## src/rtl/pc_sequencer_if.sv

```systemverilog
// Instruction-memory fetch port of the KGP-RISC PC sequencer (req/ack handshake).
interface pc_sequencer_if #(
   parameter int ADDR_W = 32
);
   logic              imem_req;
   logic [ADDR_W-1:0] imem_addr;
   logic              imem_ack;
   logic [31:0]       imem_rdata;

   modport master (output imem_req, output imem_addr, input imem_ack, input imem_rdata);
   modport slave  (input imem_req, input imem_addr, output imem_ack, output imem_rdata);
endinterface

```

## src/rtl/pc_sequencer.sv

```systemverilog
// KGP-RISC program counter and fetch sequencer: fetch, hold for execute, commit next PC.
// Optional macro PC_TRAP_MISALIGN_EN traps misaligned branch targets into HALTED.
//
// state   | meaning
// IDLE    | one cycle after reset release
// FETCH   | imem_req high at pc, waiting for imem_ack
// ISSUE   | instr held valid until exec_done
// HALTED  | stopped until reset
module pc_sequencer #(
   parameter int              ADDR_W   = 32,
   parameter logic [ADDR_W-1:0] RESET_PC = '0
) (
   input  logic              clk_i,
   input  logic              rst_i,
   pc_sequencer_if.master    imem,
   input  logic              exec_done_i,
   input  logic              branch_taken_i,
   input  logic              target_is_reg_i,
   input  logic [ADDR_W-1:0] abs_target_i,
   input  logic [ADDR_W-1:0] reg_target_i,
   input  logic              link_en_i,
   input  logic              halt_req_i,
   output logic [31:0]       instr_o,
   output logic              instr_valid_o,
   output logic [ADDR_W-1:0] pc_o,
   output logic [ADDR_W-1:0] link_pc_o,
   output logic              halted_o,
   output logic              misalign_err_o
);
   typedef enum logic [1:0] {S_IDLE, S_FETCH, S_ISSUE, S_HALTED} state_t;

   localparam logic [ADDR_W-1:0] PC_STEP    = ADDR_W'(4);
   localparam logic [ADDR_W-1:0] ALIGN_MASK = ~ADDR_W'(3);

   state_t            state_q, state_d;
   logic [ADDR_W-1:0] pc_q, pc_d;
   logic [ADDR_W-1:0] link_pc_q, link_pc_d;
   logic [31:0]       instr_q, instr_d;
   logic              instr_valid_q, instr_valid_d;
   logic              halted_q, halted_d;
   logic              misalign_q, misalign_d;
   logic [ADDR_W-1:0] pc_plus4;
   logic [ADDR_W-1:0] target_sel;

   assign pc_plus4   = pc_q + PC_STEP;
   assign target_sel = target_is_reg_i ? reg_target_i : abs_target_i;

   always_ff @(posedge clk_i) begin
      if (!rst_i) begin
         state_q       <= S_IDLE;
         pc_q          <= RESET_PC;
         link_pc_q     <= '0;
         instr_q       <= '0;
         instr_valid_q <= 1'b0;
         halted_q      <= 1'b0;
         misalign_q    <= 1'b0;
      end else begin
         state_q       <= state_d;
         pc_q          <= pc_d;
         link_pc_q     <= link_pc_d;
         instr_q       <= instr_d;
         instr_valid_q <= instr_valid_d;
         halted_q      <= halted_d;
         misalign_q    <= misalign_d;
      end
   end

   always_comb begin
      state_d       = state_q;
      pc_d          = pc_q;
      link_pc_d     = link_pc_q;
      instr_d       = instr_q;
      instr_valid_d = instr_valid_q;
      halted_d      = halted_q;
      misalign_d    = misalign_q;
      case (state_q)
         S_IDLE: state_d = S_FETCH;
         S_FETCH: begin
            if (imem.imem_ack) begin
               instr_d       = imem.imem_rdata;
               instr_valid_d = 1'b1;
               state_d       = S_ISSUE;
            end
         end
         S_ISSUE: begin
            if (exec_done_i) begin
               if (link_en_i) link_pc_d = pc_plus4;
               instr_valid_d = 1'b0;
               state_d       = S_FETCH;
               if (halt_req_i) begin
                  state_d  = S_HALTED;
                  halted_d = 1'b1;
               end else if (branch_taken_i) begin
`ifdef PC_TRAP_MISALIGN_EN
                  if (target_sel[1:0] != 2'b00) begin
                     state_d    = S_HALTED;
                     halted_d   = 1'b1;
                     misalign_d = 1'b1;
                  end else begin
                     pc_d = target_sel;
                  end
`else
                  pc_d = target_sel & ALIGN_MASK;
`endif
               end else begin
                  pc_d = pc_plus4;
               end
            end
         end
         S_HALTED: begin
            instr_valid_d = 1'b0;
            halted_d      = 1'b1;
         end
         default: state_d = S_IDLE;
      endcase
   end

   assign imem.imem_req  = (state_q == S_FETCH);
   assign imem.imem_addr = pc_q;
   assign instr_o        = instr_q;
   assign instr_valid_o  = instr_valid_q;
   assign pc_o           = pc_q;
   assign link_pc_o      = link_pc_q;
   assign halted_o       = halted_q;
`ifdef PC_TRAP_MISALIGN_EN
   assign misalign_err_o = misalign_q;
`else
   // Alignment is forced on load, so no error can ever be raised.
   assign misalign_err_o = 1'b0 & misalign_q;
`endif
endmodule

```

## src/flat_wrapper.sv

```systemverilog
// flat-port wrapper written by rule: the top's interface ports become plain ports
module pc_sequencer_flat 
#(
   parameter int              ADDR_W   = 32,
   parameter logic [ADDR_W-1:0] RESET_PC = '0
)
  (clk_i, rst_i, exec_done_i, branch_taken_i, target_is_reg_i, abs_target_i, reg_target_i, link_en_i, halt_req_i, instr_o, instr_valid_o, pc_o, link_pc_o, halted_o, misalign_err_o, imem_imem_req, imem_imem_addr, imem_imem_ack, imem_imem_rdata);
  pc_sequencer_if #(.ADDR_W(ADDR_W)) imem_i ();
  input  logic clk_i;
  input  logic rst_i;
  input  logic exec_done_i;
  input  logic branch_taken_i;
  input  logic target_is_reg_i;
  input  logic [ADDR_W-1:0] abs_target_i;
  input  logic [ADDR_W-1:0] reg_target_i;
  input  logic link_en_i;
  input  logic halt_req_i;
  output logic [31:0] instr_o;
  output logic instr_valid_o;
  output logic [ADDR_W-1:0] pc_o;
  output logic [ADDR_W-1:0] link_pc_o;
  output logic halted_o;
  output logic misalign_err_o;
  output wire logic [$bits(imem_i.imem_req)-1:0] imem_imem_req;
  output wire logic [$bits(imem_i.imem_addr)-1:0] imem_imem_addr;
  input wire logic [$bits(imem_i.imem_ack)-1:0] imem_imem_ack;
  input wire logic [$bits(imem_i.imem_rdata)-1:0] imem_imem_rdata;
  assign imem_imem_req = imem_i.imem_req;
  assign imem_imem_addr = imem_i.imem_addr;
  assign imem_i.imem_ack = imem_imem_ack;
  assign imem_i.imem_rdata = imem_imem_rdata;
  pc_sequencer #(.ADDR_W(ADDR_W), .RESET_PC(RESET_PC)) u_core (.clk_i(clk_i), .rst_i(rst_i), .imem(imem_i), .exec_done_i(exec_done_i), .branch_taken_i(branch_taken_i), .target_is_reg_i(target_is_reg_i), .abs_target_i(abs_target_i), .reg_target_i(reg_target_i), .link_en_i(link_en_i), .halt_req_i(halt_req_i), .instr_o(instr_o), .instr_valid_o(instr_valid_o), .pc_o(pc_o), .link_pc_o(link_pc_o), .halted_o(halted_o), .misalign_err_o(misalign_err_o));
endmodule
```

## config.mk

```make
export PLATFORM = sky130hd
export DESIGN_NAME = pc_sequencer_flat
export DESIGN_NICKNAME = d
export VERILOG_FILES = /design/src/rtl/pc_sequencer_if.sv /design/src/rtl/pc_sequencer.sv /design/src/flat_wrapper.sv
export SDC_FILE = /design/constraint.sdc
export NUM_CORES = 1
export LEC_CHECK = 0
export BUFFER_PORTS_ARGS = -buffer_cell sky130_fd_sc_hd__buf_4
export CAP_MARGIN = 20
export CORE_ASPECT_RATIO = 2
export CORE_MARGIN = 2
export CORE_UTILIZATION = 45
export CTS_CLUSTER_DIAMETER = 200
export DETAILED_ROUTE_END_ITERATION = 10
export GPL_ROUTABILITY_DRIVEN = 0
export HOLD_SLACK_MARGIN = 0.03
export PLACE_DENSITY = 0.78
export REMOVE_ABC_BUFFERS = 1
export SLEW_MARGIN = 40
export SYNTH_ARGS = -nofsm -noshare
export SYNTH_HDL_FRONTEND = slang
export SYNTH_SLANG_ARGS = --single-unit
export TNS_END_PERCENT = 20
```

## constraint.sdc

```tcl
create_clock -name clk_i -period 3.92 [get_ports clk_i]
set_clock_uncertainty 0.05 [all_clocks]
set_input_delay 0.196 -clock clk_i [delete_from_list [all_inputs] [get_ports clk_i]]
set_output_delay 0.196 -clock clk_i [all_outputs]
set_load 0.02 [all_outputs]
```

==> results.sh, run 1 <==
export IMPL_status="finished, final reports clean"
export IMPL_syn_mean_instance_area_um2=7.90
export IMPL_num_io_pins=236
export IMPL_grt_ovfl_total=0
export IMPL_r2r_start="u_core.imem.imem_addr[2]$_SDFFE_PN0P_"
export IMPL_hp_class="input port to flip-flop"
export IMPL_arrival_ns=2.90
export IMPL_post_place_cells=966
export IMPL_n_fill_cell=1032
export IMPL_clock_fmax_mhz=372
export IMPL_clkSlewWorstSetupHoldPaths_ns=0.07
export IMPL_finalCriticalPeriod_ns=2.69
export IMPL_post_cts_repair_setup_buffers=0
export IMPL_cp_slowest_cell="or3_1"
export IMPL_ys_seq_area_share_pct=35.5
export IMPL_fin_cells=983
export IMPL_rsz0062_at_grt="false"
export IMPL_grt_pass1_wl_um=26300
export IMPL_clock_path_buffers=2
export IMPL_stdcell_area_um2=7100
export IMPL_vias_per_cell=5.79
export IMPL_die_height_um=159
export IMPL_slowest_delay_ns=0.71
export IMPL_fin_nets=942
export IMPL_n_antenna_cell=0
export IMPL_top_layer="met4"
export IMPL_place_area_um2=6820
export IMPL_yosysWarningCount=0
export IMPL_synth_edf_count=0
export IMPL_wl_met3_um=1240
export IMPL_hold_violations=0
export IMPL_required_ns=4.14
export IMPL_final_cell_mix="buf_4, dfxtp_1, nand2_1"
export IMPL_clock_sinks=96
export IMPL_worst_r2r_cell_count=5
export IMPL_grt_pass1_vias=5361
export IMPL_dieArea_um2=13000
export IMPL_slew_headroom_pct=51.8
export IMPL_met1Wirelength_um=6030
export IMPL_crit_path_end_kind="flip-flop"
export IMPL_portBuffers=224
export IMPL_endpoint="u_core.link_pc_o[30]$_SDFFE_PN0P_"
export IMPL_grt_max_degree=59
export IMPL_whs_ns=0.0489
export IMPL_syn_inst=685
export IMPL_met2WireLength_um=9190
export IMPL_fp_row_count=56
export IMPL_areaGrowthSynthToFinish_pct=31.2
export IMPL_layout_commonest_cell="buf_4"
export IMPL_cts_tree="yes"
export IMPL_routedWlPerCell_um=17.4
export IMPL_cts_root_buffer="clkbuf_16"
export IMPL_p_per_area_nw_per_um2=309
export IMPL_ys_types=65
export IMPL_firstDrtPassIters=5
export IMPL_fp_dieW_um=81.5
export IMPL_ys_seq_elements=96
export IMPL_cp_start_kind="flip-flop"
export IMPL_peakVddDrop_uv=200
export IMPL_syn_area_um2=5410
export IMPL_crit_start="u_core.imem.imem_addr[2]$_SDFFE_PN0P_"
export IMPL_grt_antenna_before_repair=0
export IMPL_drive_gt1_share_pct=32.5
export IMPL_path_max_fanout=16
export IMPL_finalSetupViolCount=0
export IMPL_wl_um=17100
export IMPL_fp_coreArea_um2=11700
export IMPL_crit_type="flip-flop to flip-flop"
export IMPL_fin_tns_setup_ns=0
export IMPL_hold_buffers=0
export IMPL_dp_hpwl_um=12400
export IMPL_slew_violations=0
export IMPL_min_period_over_period_pct=68.6
export IMPL_max_cap_viol_count=0
export IMPL_drc=0
export IMPL_leakagePower_nw=2.85
export IMPL_finalPower_w=0.00220
export IMPL_numCtsBuffers=9
export IMPL_drtIter0Drc=290
export IMPL_whs_path_depth=3
export IMPL_path_cells="ha_1, nand3_1, or3_1, or4_1, a31oi_1"
export IMPL_timing_rr_end="u_core.link_pc_o[30]$_SDFFE_PN0P_"
export IMPL_rrSetupSlack_ns=1.23
export IMPL_grt_usage_pct=25.9
export IMPL_synthFlopType="dfxtp_1"
export IMPL_start_util_pct=46.2
export IMPL_ys_async_sr_fraction_pct=0
export IMPL_final_antenna_net_count=0
export IMPL_worst_pin_slew_ns=0.720
export IMPL_cts_resized=0
export IMPL_htree_levels=3
export IMPL_clk_latency_ns=0.34
export IMPL_via_count=5693
[where the power goes]
group          internal (W)  switching [W]
Clock              0.000433       0.000382
Combinational      0.000160       0.000190
Sequential          0.00101      0.0000236
Total               0.00160       0.000596
[cell type report]
type / instances / area [um^2] / share of cell area [%]
Tap cell: 145 / 181 / 2.56
Multi-Input combinational cell: 489 / 2980 / 41.9
Clock inverter: 6 / 42.5 / 0.599
Sequential cell: 96 / 1920 / 27.1
Clock buffer: 10 / 229 / 3.23
Inverter: 9 / 33.8 / 0.476
Timing Repair Buffer: 228 / 1720 / 24.2
[registers in the layout, indices dropped and copies added (netlist names)]
signal,flops
u_core.instr_o,32
u_core.imem.imem_addr,30
u_core.instr_valid_o,1
u_core.halted_o,1
u_core.link_pc_o,30
u_core.state_q,2
[how the worst min path moves through the flow]
stage / end / startpoint
6_report: u_core.instr_o[14]$_SDFFE_PN0P_ / imem_imem_rdata[14]
3_3_place_gp: u_core.instr_o[31]$_SDFFE_PN0P_ / u_core.instr_o[31]$_SDFFE_PN0P_
3_5_place_dp: u_core.instr_o[30]$_SDFFE_PN0P_ / u_core.instr_o[30]$_SDFFE_PN0P_
5_1_grt: u_core.instr_o[5]$_SDFFE_PN0P_ / imem_imem_rdata[5]
2_1_floorplan: u_core.halted_o$_SDFFE_PN0P_ / rst_i
4_1_cts: u_core.instr_o[14]$_SDFFE_PN0P_ / imem_imem_rdata[14]
[logic make-up (layout without fill, tap and decap cells)]
kind of cell | Yosys count | count (layout) | share of synthesized area [%]
AOI/OAI and AO/OA | 185 | 185 | 21.8
adders and majority gates | 5 | 5 | 1.16
DFF | 96 | 96 | 35.5
muxes | 29 | 29 | 5.53
and+or+nand+nor | 250 | 250 | 23.7
other | 1 | 7 | 0.0693
xor gates and xnor gates | 13 | 13 | 2.10
buffers and inverters | 106 | 253 | 10.2
[per-layer routing]
layer | GRT usage (%) | vias to the layer above
met5 | 0 | -
met2 | 46.6 | 280
met3 | 4.25 | 53
met4 | 12.9 | 0
li1 | - | 2754
met1 | 28.0 | 2606
[critical path, delay by kind of cell, from the launching register on]
kind / cells / cell delay [ns]
fa+ha+maj: 1 / 0.28
compound gates: 1 / 0.17
flops: 1 / 0.48
simple gates: 3 / 1.62
[synth_stat cells (all sizes together) (5+ instances only)]
cell type	n	area share (%)
a211oi	8	1.1
a21oi	62	5.7
a311oi	6	0.97
a31oi	17	2.0
and3	5	0.60
and4	6	0.97
buf	53	6.5
clkbuf	44	3.1
dfxtp	96	36
ha	5	1.2
inv	9	0.62
mux2	7	1.5
mux2i	22	4.1
nand2	93	6.5
nand3	15	1.4
nand4	17	2.4
nor2	34	2.4
nor2b	5	0.58
nor3	24	2.3
nor4	11	1.3
o211ai	5	0.69
o21ai	39	3.6
o31ai	8	1.1
or3	15	1.8
or4	6	0.90
xnor2	11	1.8
[through the flow]
step                utilization [%]  worst slack [ns]
floorplan                         -              1.13
global placement               58.2              1.34
detailed placement             58.3              1.28
CTS                            60.6              1.26
global route                   60.7              1.01
finish                         60.7              1.23
Note: power is estimated with default switching activity, not from simulation.
==> inputs of run 2 (changes only) <==
--- a/config.mk
+++ b/config.mk
@@ -5,6 +5,7 @@
 export SDC_FILE = /design/constraint.sdc
 export NUM_CORES = 1
 export LEC_CHECK = 0
+export ABC_AREA = 1
 export BUFFER_PORTS_ARGS = -buffer_cell sky130_fd_sc_hd__buf_4
 export CAP_MARGIN = 20
 export CORE_ASPECT_RATIO = 2
@@ -14,7 +15,7 @@
 export DETAILED_ROUTE_END_ITERATION = 10
 export GPL_ROUTABILITY_DRIVEN = 0
 export HOLD_SLACK_MARGIN = 0.03
-export PLACE_DENSITY = 0.78
+export PLACE_DENSITY = 0.79
 export REMOVE_ABC_BUFFERS = 1
 export SLEW_MARGIN = 40
 export SYNTH_ARGS = -nofsm -noshare
==> constraint.sdc (replaced) <==
create_clock -name clk_i -period 2.6 [get_ports clk_i]
set_clock_uncertainty 0.05 [all_clocks]
set_input_delay 0.13 -clock clk_i [delete_from_list [all_inputs] [get_ports clk_i]]
set_output_delay 0.13 -clock clk_i [all_outputs]
set_load 0.02 [all_outputs]
==> results.sh, run 2 <==
export IMPL_drtIter0Drc=201
export IMPL_layout_commonest_cell="buf_4"
export IMPL_slew_violations=0
export IMPL_final_antenna_net_count=0
export IMPL_ys_async_sr_fraction_pct=0
export IMPL_slowest_delay_ns=0.44
export IMPL_die_height_um=158
export IMPL_syn_mean_instance_area_um2=7.01
export IMPL_synth_mux_area_share_pct=0
export IMPL_rrSetupSlack_ns=0.74
export IMPL_start_util_pct=45.9
export IMPL_path_cells="inv_1, ha_1, inv_1, nor2_1, nand2_2, inv_2, o21ai_0, a21oi_1"
export IMPL_fp_dieW_um=81.0
export IMPL_cp_start_kind="flip-flop"
export IMPL_hold_violations=0
export IMPL_min_from="reg_target_i[3]"
export IMPL_drc=0
export IMPL_final_cell_mix="buf_4, nand2_1, nor2_1"
export IMPL_firstDrtPassIters=4
export IMPL_routedWlPerCell_um=14.5
export IMPL_clkSlewWorstSetupHoldPaths_ns=0.07
export IMPL_clock_path_buffers=2
export IMPL_ys_seq_elements=96
export IMPL_finalPower_w=0.00469
export IMPL_required_ns=2.82
export IMPL_largest_reg_flops=32
export IMPL_crit_family="buffers and inverters"
export IMPL_r2r_start="u_core.state_q[0]$_SDFFE_PN0P_"
export IMPL_holdPathEnd="u_core.imem.imem_addr[3]$_SDFFE_PN0P_"
export IMPL_synth_simple_area_share_pct=27.9
export IMPL_synth_compound_area_share_pct=19.5
export IMPL_grt_pass1_vias=5142
export IMPL_fp_row_count=56
export IMPL_status="finished, final reports clean"
export IMPL_synthMostInstantiatedCell="nand2_1"
export IMPL_yosysTopAreaCell="dfxtp_1"
export IMPL_grt_max_degree=93
export IMPL_ys_top_cells_by_count="nand2_1, nor2_1, o21ai_0"
export IMPL_max_cap_viol_count=0
export IMPL_n_antenna_cell=0
export IMPL_cp_slowest_cell="inv_2"
export IMPL_crit_buf_inv=3
export IMPL_grt_pass1_wl_um=24600
export IMPL_yosys_top_cells_area="dfxtp_1, nand2_1, o21ai_0"
export IMPL_min_period_over_period_pct=71.5
export IMPL_clock_fmax_mhz=538
export IMPL_finalSetupViolCount=0
export IMPL_grt_usage_pct=24.8
export IMPL_wl_um=16200
export IMPL_via_count=5498
export IMPL_cp_common_cell="inv_1"
export IMPL_synthFlopType="dfxtp_1"
export IMPL_syn_area_um2=5340
export IMPL_grt_ovfl_total=0
export IMPL_rsz0062_at_grt="false"
export IMPL_numCtsBuffers=9
export IMPL_vias_per_cell=4.92
export IMPL_synth_fa_ha_area_share_pct=1.17
export IMPL_drive_gt1_share_pct=30.2
export IMPL_crit_type="flip-flop to flip-flop"
export IMPL_num_io_pins=236
export IMPL_worst_pin_slew_ns=0.801
export IMPL_cts_tree="yes"
export IMPL_fin_cells=1118
export IMPL_timing_rr_end="u_core.imem.imem_addr[19]$_SDFFE_PN0P_"
export IMPL_fin_nets=1077
export IMPL_cts_root_buffer="clkbuf_16"
export IMPL_p_per_area_nw_per_um2=627
export IMPL_clk_latency_ns=0.35
export IMPL_hp_class="input port to flip-flop"
export IMPL_finalCriticalPeriod_ns=1.86
export IMPL_synth_xor_area_share_pct=3.31
export IMPL_place_area_um2=6860
export IMPL_grt_antenna_before_repair=0
export IMPL_arrival_ns=2.08
export IMPL_ys_seq_area_share_pct=36.0
export IMPL_ys_types=37
export IMPL_portBuffers=224
export IMPL_fp_coreArea_um2=11600
export IMPL_syn_inst=761
export IMPL_synth_top_family_by_area="simple AND/OR/NAND/NOR gates"
export IMPL_post_place_cells=1070
export IMPL_stdcell_area_um2=7470
export IMPL_crit_start="u_core.state_q[0]$_SDFFE_PN0P_"
export IMPL_crit_path_end_kind="flip-flop"
export IMPL_yosysWarningCount=0
export IMPL_dp_hpwl_um=11500
export IMPL_whs_path_depth=3
export IMPL_areaGrowthSynthToFinish_pct=39.9
export IMPL_worst_r2r_cell_count=8
export IMPL_leakagePower_nw=3.77
export IMPL_synth_edf_count=0
export IMPL_utilization_pct=64.2
export IMPL_fin_tns_setup_ns=0
export IMPL_n_fill_cell=1060
export IMPL_dieArea_um2=12800
export IMPL_post_cts_repair_setup_buffers=0
export IMPL_slew_headroom_pct=46.6
export IMPL_htree_levels=3
export IMPL_peakVddDrop_uv=393
export IMPL_path_max_fanout=35
export IMPL_clock_sinks=96
export IMPL_synth_top_area_share_pct=36.0
-- run 2: cell types whose count changed after synthesis, sizes merged, moves of 13 or more --
| cell | previous run | this run |
|---|---|---|
| inv | 9 | 56 |
| nor3 | 24 | 1 |
| nand2 | 93 | 181 |
| mux2i | 22 | 0 |
| o21ai | 39 | 98 |
| clkbuf | 44 | 31 |
| nor2 | 34 | 118 |
| nand4 | 17 | 1 |
| o21bai | 0 | 26 |
| or3 | 15 | 0 |
-- run 2: worst min-delay path, delay by kind of cell --
family                 cells  cell delay [ns]
AOI/OAI and AO/OA          2             0.20
buffers and inverters      1             0.08
-- run 2: cell families after synthesis --
logic type / Yosys count
AO/OA/AOI/OAI: 189
buffers and inverters: 132
adder cells (fa/ha/maj): 5
flip-flops: 96
other: 1
AND/OR/NAND/NOR: 323
XOR/XNOR: 15
-- run 2: worst max path at each step --
stage / to / cells past startpoint / slack [ns]
4_1_cts: u_core.imem.imem_addr[7]$_SDFFE_PN0P_ / 8 / 0.74
6_report: u_core.imem.imem_addr[19]$_SDFFE_PN0P_ / 8 / 0.74
3_3_place_gp: u_core.instr_o[20]$_SDFFE_PN0P_ / 6 / 0.80
5_1_grt: u_core.imem.imem_addr[22]$_SDFFE_PN0P_ / 8 / 0.51
3_5_place_dp: u_core.imem.imem_addr[7]$_SDFFE_PN0P_ / 8 / 0.76
2_1_floorplan: u_core.instr_o[0]$_SDFFE_PN0P_ / 6 / 0.63
-- run 2: layout make-up --
cell class,count,area (um^2),area share [%]
Clock buffer,9,225,3.02
Multi-Input combinational cell,539,2800,37.4
Timing Repair Buffer,265,2070,27.7
Clock inverter,7,62.6,0.838
Sequential cell,96,1920,25.7
Tap cell,145,181,2.43
Inverter,57,214,2.86
-- run 2: repair_timing --
item / CTS / global route
hold endpoints to repair: 32 / 0
gates resized for setup: 0 / 0
hold buffers: 32 / 0
-- run 2: power by group --
| part | internal (W) | switching, W | total, W |
|---|---|---|---|
| clock network | 0.000671 | 0.000619 | 0.00129 |
| registers | 0.00169 | 0.000176 | 0.00186 |
| logic | 0.000658 | 0.000877 | 0.00154 |
| total | 0.00302 | 0.00167 | 0.00469 |
-- run 2: layer usage --
metal | GRT usage, % | vias up | routed length (um)
li1 | - | 2795 | -
met1 | 25.2 | 2499 | 5920
met2 | 47.1 | 169 | 8990
met3 | 3.02 | 35 | 813
met4 | 13.8 | 0 | 516
met5 | 0 | - | 0
-- run 2: per-stage QoR --
stage | hold slack, ns | worst slack (ns)
after detailed placement | 0.337 | 0.757
after floorplan | 0.208 | 0.629
after CTS | 0.0355 | 0.738
after global routing | 0.0634 | 0.512
after global placement | 0.329 | 0.797
final | 0.0454 | 0.740
==> inputs of run 3 (changes only) <==
==> constraint.sdc (replaced) <==
create_clock -name clk_i -period 1.8 [get_ports clk_i]
set_clock_uncertainty 0.05 [all_clocks]
set_input_delay 0.09 -clock clk_i [delete_from_list [all_inputs] [get_ports clk_i]]
set_output_delay 0.09 -clock clk_i [all_outputs]
set_load 0.02 [all_outputs]
==> results.sh, run 3 (synthesis results as in run 2) <==
export IMPL_status="finished, final reports clean"
export IMPL_timing_final_ws_setup_ns=0.145
export IMPL_finalPower_w=0.00728
export IMPL_grt_pass1_wl_um=26200
export IMPL_hold_violations=0
export IMPL_crit_path_end_kind="flip-flop"
export IMPL_slowest_delay_ns=0.34
export IMPL_finalSetupViolCount=0
export IMPL_firstDrtPassIters=4
export IMPL_crit_type="flip-flop to flip-flop"
export IMPL_grt_max_degree=36
export IMPL_path_max_fanout=35
export IMPL_multi_input_area_um2=2810
export IMPL_grt_ovfl_total=0
export IMPL_cts_root_buffer="clkbuf_16"
export IMPL_drive_gt1_share_pct=32.4
export IMPL_portBuffers=224
export IMPL_whs_ns=0.0353
export IMPL_n_fill_cell=1009
export IMPL_clock_path_buffers=2
export IMPL_start_util_pct=45.9
export IMPL_cp_start_kind="flip-flop"
export IMPL_path_cells="inv_1, ha_1, inv_2, nor2_4, nand2_4, inv_2, buf_12, o21ai_0, a31oi_1"
export IMPL_rsz0062_at_grt="false"
export IMPL_num_io_pins=236
export IMPL_fp_row_count=56
export IMPL_leakagePower_nw=3.95
export IMPL_vias_per_cell=4.92
export IMPL_cp_slowest_cell="dfxtp_1"
export IMPL_routedWlPerCell_um=14.8
export IMPL_cp_common_cell="inv_2"
export IMPL_finalCriticalPeriod_ns=1.66
export IMPL_wl_um=17000
export IMPL_fp_coreArea_um2=11600
export IMPL_clkSlewWorstSetupHoldPaths_ns=0.07
export IMPL_via_count=5628
export IMPL_regArea_um2=1920
export IMPL_largest_reg_flops=32
export IMPL_slew_violations=0
export IMPL_n_antenna_cell=0
export IMPL_fp_dieW_um=81.0
export IMPL_clk_latency_ns=0.34
export IMPL_htree_levels=3
export IMPL_drc=0
export IMPL_final_antenna_net_count=0
export IMPL_place_ws_ns=0.0474
export IMPL_arrival_ns=1.87
export IMPL_die_height_um=158
export IMPL_drtIter0Drc=223
export IMPL_cts_tree="yes"
export IMPL_min_period_over_period_pct=92.0
export IMPL_p_per_area_nw_per_um2=936
export IMPL_areaGrowthSynthToFinish_pct=45.8
export IMPL_peakVddDrop_uv=681
export IMPL_required_ns=2.02
export IMPL_post_cts_repair_setup_buffers=0
export IMPL_r2r_start="u_core.state_q[0]$_SDFFE_PN0P_"
export IMPL_whs_path_depth=3
export IMPL_crit_start="u_core.state_q[0]$_SDFFE_PN0P_"
export IMPL_fin_nets=1104
export IMPL_clock_fmax_mhz=604
export IMPL_hp_class="input port to flip-flop"
export IMPL_grt_usage_pct=26.5
export IMPL_max_cap_viol_count=0
export IMPL_dieArea_um2=12800
export IMPL_numCtsBuffers=9
export IMPL_worst_r2r_cell_count=9
export IMPL_layout_commonest_cell="buf_4"
export IMPL_dp_hpwl_um=12500
export IMPL_clock_sinks=96
export IMPL_grt_pass1_vias=5486
export IMPL_min_from="reg_target_i[3]"
export IMPL_final_cell_mix="buf_4, nand2_1, nor2_1"
export IMPL_grt_antenna_before_repair=0
run 3: final cells by class:
class / count / area share [%]
inverter: 57 / 2.75
clock inverter: 6 / 1.48
sequential: 96 / 24.7
clock buffer: 10 / 3.07
tap: 145 / 2.33
timing repair buffer: 292 / 29.5
multi-input combinational: 539 / 36.1
run 3: per-layer routing:
layer | part of all wire [%] | vias up | track usage, %
met2 | 55 | 183 | 50.1
met3 | 5.5 | 37 | 4.33
li1 | - | 2850 | -
met1 | 36 | 2558 | 26.9
met4 | 3.7 | 0 | 13.6
met5 | 0 | - | 0
run 3: timing repair:
item                                    CTS  global route
endpoints found under the setup margin    0            30
hold buffers                             32             0
hold endpoints to repair                 32             0
resized for setup                         0             6
run 3: worst max-delay path, delay by kind of cell (launching register included):
| kind | cells | cell delay, ns |
|---|---|---|
| DFF | 1 | 0.34 |
| adders and majority gates | 1 | 0.23 |
| AOI/OAI and AO/OA | 2 | 0.25 |
| and+or+nand+nor | 2 | 0.26 |
| buffers and inverters | 4 | 0.45 |
run 3: per-stage QoR:
step	setup TNS (ns)	utilization (%)	instance area (um^2)	std cells
after global routing	0	66.9	7780	1145
after CTS	0	66.7	7760	1145
after global placement	0	61.0	7090	1097
final	0	66.9	7780	1145
after floorplan	-6.78	-	4930	692
after detailed placement	0	61.0	7090	1097
run 3: final timing paths:
kind | endpoint | slack [ns]
worst min register to register | u_core.instr_o[0]$_SDFFE_PN0P_ | 0.43
worst max register to register | u_core.imem.imem_addr[8]$_SDFFE_PN0P_ | 0.14
worst max-delay path | u_core.imem.imem_addr[8]$_SDFFE_PN0P_ | 0.14
worst min-delay path | u_core.imem.imem_addr[3]$_SDFFE_PN0P_ | 0.04
run 3: report_power, final:
group	total, W	internal, W	leakage [nW]	switching (W)
Combinational	0.00237	0.00102	3.00	0.00135
Sequential	0.00264	0.00244	0.781	0.000208
Clock	0.00226	0.00140	0.169	0.000856
